===== src/rtl/gcd_job_sequencer.sv =====
// Job FIFO, launch/settle-detect sequencer and result port wrapped around a gcd_calculator core.
// Define GCD_SEQ_STATS_EN to add saturating job/timeout counters (stat_jobs, stat_timeouts).
module gcd_job_sequencer #(
  parameter int WIDTH         = 32,
  parameter int FIFO_DEPTH    = 4,
  parameter int STABLE_CYCLES = 4,
  parameter int MAX_CYCLES    = 1024
) (
  input  logic             clk,
  input  logic             reset,
  input  logic             in_valid,
  output logic             in_ready,
  input  logic [WIDTH-1:0] in_x,
  input  logic [WIDTH-1:0] in_y,
  output logic             core_reset,
  output logic [WIDTH-1:0] core_x,
  output logic [WIDTH-1:0] core_y,
  input  logic [WIDTH-1:0] core_gcd,
  output logic             out_valid,
  input  logic             out_ready,
  output logic [WIDTH-1:0] out_gcd,
  output logic [WIDTH-1:0] out_x,
  output logic [WIDTH-1:0] out_y,
  output logic             out_timeout
`ifdef GCD_SEQ_STATS_EN
  ,
  output logic [31:0]      stat_jobs,
  output logic [15:0]      stat_timeouts
`endif
);

  localparam int PTR_W  = $clog2(FIFO_DEPTH);
  localparam int CNT_W  = PTR_W + 1;
  localparam int STAB_W = ($clog2(STABLE_CYCLES) > 0) ? $clog2(STABLE_CYCLES) : 1;
  localparam int CYC_W  = ($clog2(MAX_CYCLES) > 0) ? $clog2(MAX_CYCLES) : 1;

  typedef enum logic [1:0] {IDLE, LOAD, RUN, DONE} state_t;

  state_t             state;
  logic [WIDTH-1:0]   fifo_x [FIFO_DEPTH];
  logic [WIDTH-1:0]   fifo_y [FIFO_DEPTH];
  logic [PTR_W-1:0]   wr_ptr;
  logic [PTR_W-1:0]   rd_ptr;
  logic [CNT_W-1:0]   count;
  logic               push;
  logic               pop;
  logic [WIDTH-1:0]   prev_gcd;
  logic [STAB_W-1:0]  stable_cnt;
  logic [CYC_W-1:0]   cycle_cnt;
  logic               gcd_equal;
  logic               stable_hit;
  logic               cycle_limit;

  assign in_ready = (count != CNT_W'(FIFO_DEPTH));
  assign push     = in_valid && in_ready;
  assign pop      = (state == IDLE) && (count != '0);

  // NOTE: the job storage has no reset; only the pointers and count define which entries are live.
  always_ff @(posedge clk) begin
    if (push) begin
      fifo_x[wr_ptr] <= in_x;
      fifo_y[wr_ptr] <= in_y;
    end
  end

  // NOTE: all state uses non-blocking assignments so every register samples pre-edge values.
  always_ff @(posedge clk or posedge reset) begin
    if (reset) begin
      wr_ptr <= '0;
      rd_ptr <= '0;
      count  <= '0;
    end else begin
      if (push) wr_ptr <= wr_ptr + 1'b1;
      if (pop)  rd_ptr <= rd_ptr + 1'b1;
      case ({push, pop})
        2'b10:   count <= count + 1'b1;
        2'b01:   count <= count - 1'b1;
        default: count <= count;
      endcase
    end
  end

  // Settle detection: a run of equal nonzero samples means the core has converged.
  assign gcd_equal   = (core_gcd == prev_gcd) && (core_gcd != '0);
  assign stable_hit  = gcd_equal && (stable_cnt == STAB_W'(STABLE_CYCLES - 1));
  assign cycle_limit = (cycle_cnt == CYC_W'(MAX_CYCLES - 1));

  always_ff @(posedge clk or posedge reset) begin
    if (reset) begin
      state       <= IDLE;
      core_reset  <= 1'b1;
      core_x      <= '0;
      core_y      <= '0;
      out_valid   <= 1'b0;
      out_gcd     <= '0;
      out_x       <= '0;
      out_y       <= '0;
      out_timeout <= 1'b0;
      prev_gcd    <= '0;
      stable_cnt  <= '0;
      cycle_cnt   <= '0;
    end else begin
      case (state)
        IDLE: begin
          core_reset <= 1'b1;
          if (pop) begin
            core_x <= fifo_x[rd_ptr];
            core_y <= fifo_y[rd_ptr];
            state  <= LOAD;
          end
        end
        LOAD: begin
          out_x <= core_x;
          out_y <= core_y;
          if (core_x == '0 || core_y == '0) begin
            // Zero operand: the answer is the other operand, and the core stays in reset.
            out_gcd     <= core_x | core_y;
            out_timeout <= 1'b0;
            out_valid   <= 1'b1;
            state       <= DONE;
          end else begin
            core_reset <= 1'b0;
            prev_gcd   <= '0;
            stable_cnt <= '0;
            cycle_cnt  <= '0;
            state      <= RUN;
          end
        end
        RUN: begin
          prev_gcd  <= core_gcd;
          cycle_cnt <= cycle_cnt + 1'b1;
          if (gcd_equal) stable_cnt <= stable_cnt + 1'b1;
          else           stable_cnt <= '0;
          if (stable_hit || cycle_limit) begin
            out_gcd     <= core_gcd;
            out_timeout <= !stable_hit;
            out_valid   <= 1'b1;
            state       <= DONE;
          end
        end
        DONE: begin
          if (out_ready) begin
            out_valid  <= 1'b0;
            core_reset <= 1'b1;
            state      <= IDLE;
          end
        end
        default: state <= IDLE;
      endcase
    end
  end

`ifdef GCD_SEQ_STATS_EN
  always_ff @(posedge clk or posedge reset) begin
    if (reset) begin
      stat_jobs     <= '0;
      stat_timeouts <= '0;
    end else if (out_valid && out_ready) begin
      if (stat_jobs != '1) stat_jobs <= stat_jobs + 1'b1;
      if (out_timeout && stat_timeouts != '1) stat_timeouts <= stat_timeouts + 1'b1;
    end
  end
`endif

endmodule


===== config.mk =====
export PLATFORM = sky130hd
export DESIGN_NAME = gcd_job_sequencer
export DESIGN_NICKNAME = d
export VERILOG_FILES = /design/src/rtl/gcd_job_sequencer.sv
export SDC_FILE = /design/constraint.sdc
export NUM_CORES = 1
export LEC_CHECK = 0
export ABC_AREA = 1
export CAP_MARGIN = 30
export CORE_MARGIN = 2
export CORE_UTILIZATION = 40
export CTS_CLUSTER_SIZE = 28
export DETAILED_ROUTE_END_ITERATION = 10
export GPL_TIMING_DRIVEN = 0
export PLACE_DENSITY_LB_ADDON = 0.05
export SLEW_MARGIN = 20
export SYNTH_ARGS = -nofsm -noshare
export SYNTH_HDL_FRONTEND = slang
export SYNTH_SLANG_ARGS = --single-unit

===== constraint.sdc =====
create_clock -name clk -period 7.49 [get_ports clk]
set_input_delay 1.498 -clock clk [delete_from_list [all_inputs] [get_ports clk]]
set_output_delay 1.498 -clock clk [all_outputs]
set_load 0.03 [all_outputs]

### Yosys cells after proc, flatten, opt, wreduce, memory -nomap -nowiden

Memories as Yosys holds them, arrays and structs flattened. A register that Yosys moved wholly into a read port is not among the register bits.
Cells that the tools add are included.

* memory bits (writable): 256
* memories kept: 2
* register bits: 152
* input bits: 100
* logic and storage cells: 86

Memories
* fifo_x: depth 4, width 32, rd ports 1, clocked after Yosys merged registers in 1, write ports 1, RTL line 40 `logic [WIDTH-1:0] fifo_x [FIFO_DEPTH];`
* fifo_y: depth 4, width 32, rd ports 1, clocked after Yosys merged registers in 1, write ports 1, RTL line 41 `logic [WIDTH-1:0] fifo_y [FIFO_DEPTH];`

* add/sub/neg operators: 6
* bitwise gates (word level): 1
* eq/ne operators: 14
* reduce and logical (&&, ||, !) cells: 22
* muxes and demuxes: 28

Operator list (count)
* $pmux 32 s2: 2
* $mux 32: 3
* $logic_not 32->1: 2
* $eq 32x32->1: 1
* $or 32x32->32: 1
* $reduce_bool 32->1: 1
* $pmux 10 s2: 1
* $add 10x1->10 const B: 1
* $eq 10x10->1 const B: 1
* $mux 1: 10
* $mux 10: 1
* $mux 2: 5
* $ne 2x2->1 const B: 5
* $reduce_and 3->1: 3
* $reduce_bool 3->1: 3
* $eq 2x2->1 const B: 4
* $pmux 2 s4: 1
* $add 2x1->2 const B: 3
* $pmux 1 s3: 2
* $pmux 3 s2: 1
* $eq 2x1->1 const B: 2
* $logic_and 1x1->1: 4
* $pmux 2 s2: 1
* $reduce_and 2->1: 2
* 9 further kinds: 11

### Depth between registers and ports, before layout

* depth after elaboration: 6
* depth in mapped cells: 14
* gate-level depth less buffers: 13

### Least setup slack after synthesis

OpenSTA, ideal clock, no wires.

* path type: input -> register
* start point: input port in_valid
* end point: memory fifo_x[0][0], enable pin
* cell stages on the path: 2
* arrival: 4373 ps
* required time: 7003 ps
* setup slack: 2630 ps
* cell sequence: nand2_1 -> nor2_1

* cells in the longest elaborated chain, start to end: 3

Ends and longest elaborated chain
* from (decl): RTL line 11 `input logic in_valid,`
* $logic_and 1x1->1: RTL line 55 `assign push = in_valid && in_ready;`
* $mux 1: RTL line 60 `if (push) begin`
* $mux 1 (not written as such): RTL line 61 `fifo_x[wr_ptr] <= in_x;`
* to (decl): RTL line 40

Every way passes these cells.

### Worst setup path in the final report

* start point: register core_y[27] (read register of fifo_y)
* end point: output port core_y[27]

RTL lines
* from (decl): RTL line 17 `output logic [WIDTH-1:0] core_y,`

No word-level cell between the ends.

==> flow_summary_export.csv <==
group,metric,value,unit
status,status,"complete, no violations",
placed_design,pre_cts_slack,3.655,ns
sta,worst_slew_pin_slew,0.7333,ns
min_path,hold_class,"flop to flop",
sta,holdWs,0.4681,ns
synth,ys.flop_type,"edfxtp_1",
final_layout,drive_gt1_share,6.341,%
job,max_cap_viol_count,0,
synth,syn-instance-count,1821,
power_and_ir_drop,p_total,6.166,mW
floorplanning,die_h,223.3,microns
synth,syn-num-nets,1933,
cts,cts_root_buf,"clkbuf_16",
sta,finalSetupViolations,0,
worst_setup_path,cp.depth,1,
worst_setup_path,crit_chain,"clkdlybuf4s50_1",
routing,viasPerCell,5.102,
sta,rsz0062_at_grt,"false",
synth,yosysUniqueCellTypes,33,
worst_setup_path,cp_slowest_cell,"clkdlybuf4s50_1",
floorplanning,die_w,223.3,microns
global_route,grt_use_total,23.91,%
floorplanning,initial_core_util,40.36,%
sta,final.setup.tns,0,ns
synth,synth-seq-area-share,68.09,%
worst_setup_path,critPathBufInv,1,
power_and_ir_drop,leakage,9.849,nW
synth,synth-seq-cells,472,
worst_setup_path,end_kind,"output port",
routing,drcViolationCount,0,
sta,setup_ws,3.924,ns
placed_design,place_area,0.02304,sq mm
final_layout,fin_util,51.73,%
cts,cts_sinks,472,
final_layout,instances_no_fill,2807,
sta,period_needed,3.566,ns
power_and_ir_drop,power_density,250.1,mW/mm^2
synth,syn-cell-area,0.01923,sq mm
floorplanning,ioPinCount,264,
placed_design,dp.final_hpwl,43330,microns
routing,firstDrtPassIters,5,
cts,cts_hold_buf,0,
cts,cts_setup_buffers,0,
worst_setup_path,max_stage_delay,0.78,ns
cts,htreeDepth,2,
cts,clkSlewWorstSetupHoldPaths,0.06,ns
worst_setup_path,critPathKind,"flop to output port",
power_and_ir_drop,vdd_drop_max,0.1831,mV
worst_setup_path,reg2reg_depth,12,
min_path,hold-path-cell-count,2,
worst_setup_path,regToRegSetupSlack,4.43,ns
sta,fmax,0.2804,GHz
sta,slew_headroom,51.12,%
routing,dr_total_vias,14320,
placed_design,placed_cells,2713,
sta,fin_skew,0.01961,ns
routing,wl_per_cell,21.14,microns
worst_setup_path,cp.required,5.99,ns
cts,insertion_delay,0.60,ns
final_layout,final_area,0.02465,sq mm
cts,cts_resized,0,
synth,synth_edf_count,256,
sta,fin_crit_sh,47.61,%
global_route,grt_overflow,0,
global_route,grt_max_degree,85,
routing,drt_wl_total,59330,microns
synth,synth_warnings,0,
worst_setup_path,critPathMaxFanout,5,
cts,tritoncts,"done",
floorplanning,die-area,0.04985,sq mm
synth,async_reset_ff_share,45.76,%
routing,drtAntennaViolNets,0,
worst_setup_path,cp_top_family,"buffers and inverters",
floorplanning,rows,80,
global_route,grt_pass1_vias,13970,
global_route,grt_pass1_wl,88490,microns
cts,numCtsBuffers,50,
routing,first_iter_violations,1265,
synth,avgSynthCellArea,10.56,sq um
global_route,antenna_found_initial,1,
worst_setup_path,critical_path_arrival,2.07,ns
cts,cts_buffer_depth,3,
worst_setup_path,startpoint_type,"flop",
final_layout,syn_to_final_growth,28.18,%
final_layout,diodes,0,
final_layout,fin_nets,2262,
sta,finalHoldViolations,0,
sta,drv_slew,0,
placed_design,portBuffers,263,
placed_design,place_congestion,0.8447,
floorplanning,core_area,0.04765,sq mm
worst paths after layout:
kind	to	startpoint
min reg2reg	out_y[26]	out_y[26]
min in group asynchronous	out_y[3]	reset
max	core_y[27]	core_y[27]
max reg2reg	count[2]	state[0]
min	out_y[26]	out_y[26]
max in group asynchronous	core_x[29]	reset
routing by layer:
metal / GRT usage, % / vias up / share of wire (%) / wire, microns
li1: - / 6811 / - / -
met1: 33.53 / 7042 / 45 / 26650
met2: 39.92 / 407 / 48 / 28770
met3: 3.134 / 62 / 5.0 / 2966
met4: 5.441 / 0 / 1.6 / 948
met5: 0 / - / 0 / 0
power by group:
| group | switching (mW) | leakage, nW | internal [mW] |
|---|---|---|---|
| registers | 0.0633 | 4.94 | 3.07 |
| logic | 0.385 | 4.12 | 0.225 |
| clock network | 1.03 | 0.786 | 1.40 |
| total | 1.48 | 9.85 | 4.69 |
cell families after synthesis:
group	after synthesis	synth area share [%]
AOI/OAI and AO/OA	390	10.67
xor gates and xnor gates	24	1.093
adders and majority gates	12	0.8198
buffers and inverters	218	4.633
DFF	472	68.09
and+or+nand+nor	705	14.69
synth_stat cells, types with 2 or more instances:
cell      number  share of area [%]
edfxtp_1     256                 40
buf_2         19               0.49
nand3_2       12               0.62
dfrtp_1      215                 28
xor2_1         8               0.36
o22ai_1       55                1.8
xnor2_1       16               0.73
buf_6          2               0.12
nand4_1        9               0.29
clkbuf_1      66                1.3
inv_2          2              0.039
o21ai_1       17               0.44
nand3_1       35               0.91
o31ai_1        6               0.23
or2_2          2              0.065
a31oi_1       10               0.33
nand2_1      427                8.3
inv_1        119                2.3
o21ai_0      296                7.7
ha_1          11               0.72
a21oi_1        5               0.13
nor3_1        18               0.47
nor2_1       198                3.9
buf_1          3              0.059
buf_4          6               0.23
flip-flops by register name (all words and copies together) (netlist names), 3 cells and up:
name	count
core_x	32
out_x	32
fifo_y	128
count	3
out_gcd	32
out_y	32
core_y	32
fifo_x	128
cycle_cnt	10
prev_gcd	32
cells in the final DEF (no fill, tap or decap), drive strengths merged, types with 2 or more instances in the layout:
cell,n
nand4,9
a21oi,5
clkdlybuf4s50,263
buf,45
nand3,47
bufinv,2
nor2,199
dfrtp,215
o22ai,55
xnor2,16
inv,124
a31oi,10
ha,11
nor3,18
o21ai,313
clkinv,14
or2,2
edfxtp,256
clkbuf,140
xor2,8
nand2,428
o31ai,6
cell type report:
cell class | instances | area [sq um]
buffer | 97 | 436.7
multi-input combinational | 1131 | 5275
sequential | 472 | 13090
inverter | 121 | 461.7
clock buffer | 74 | 1431
clock inverter | 20 | 177.7
fill | 4326 | 23000
tap | 615 | 769.5
timing repair buffer | 277 | 3003
No activity file was read; power rests on OpenSTA's default activity.
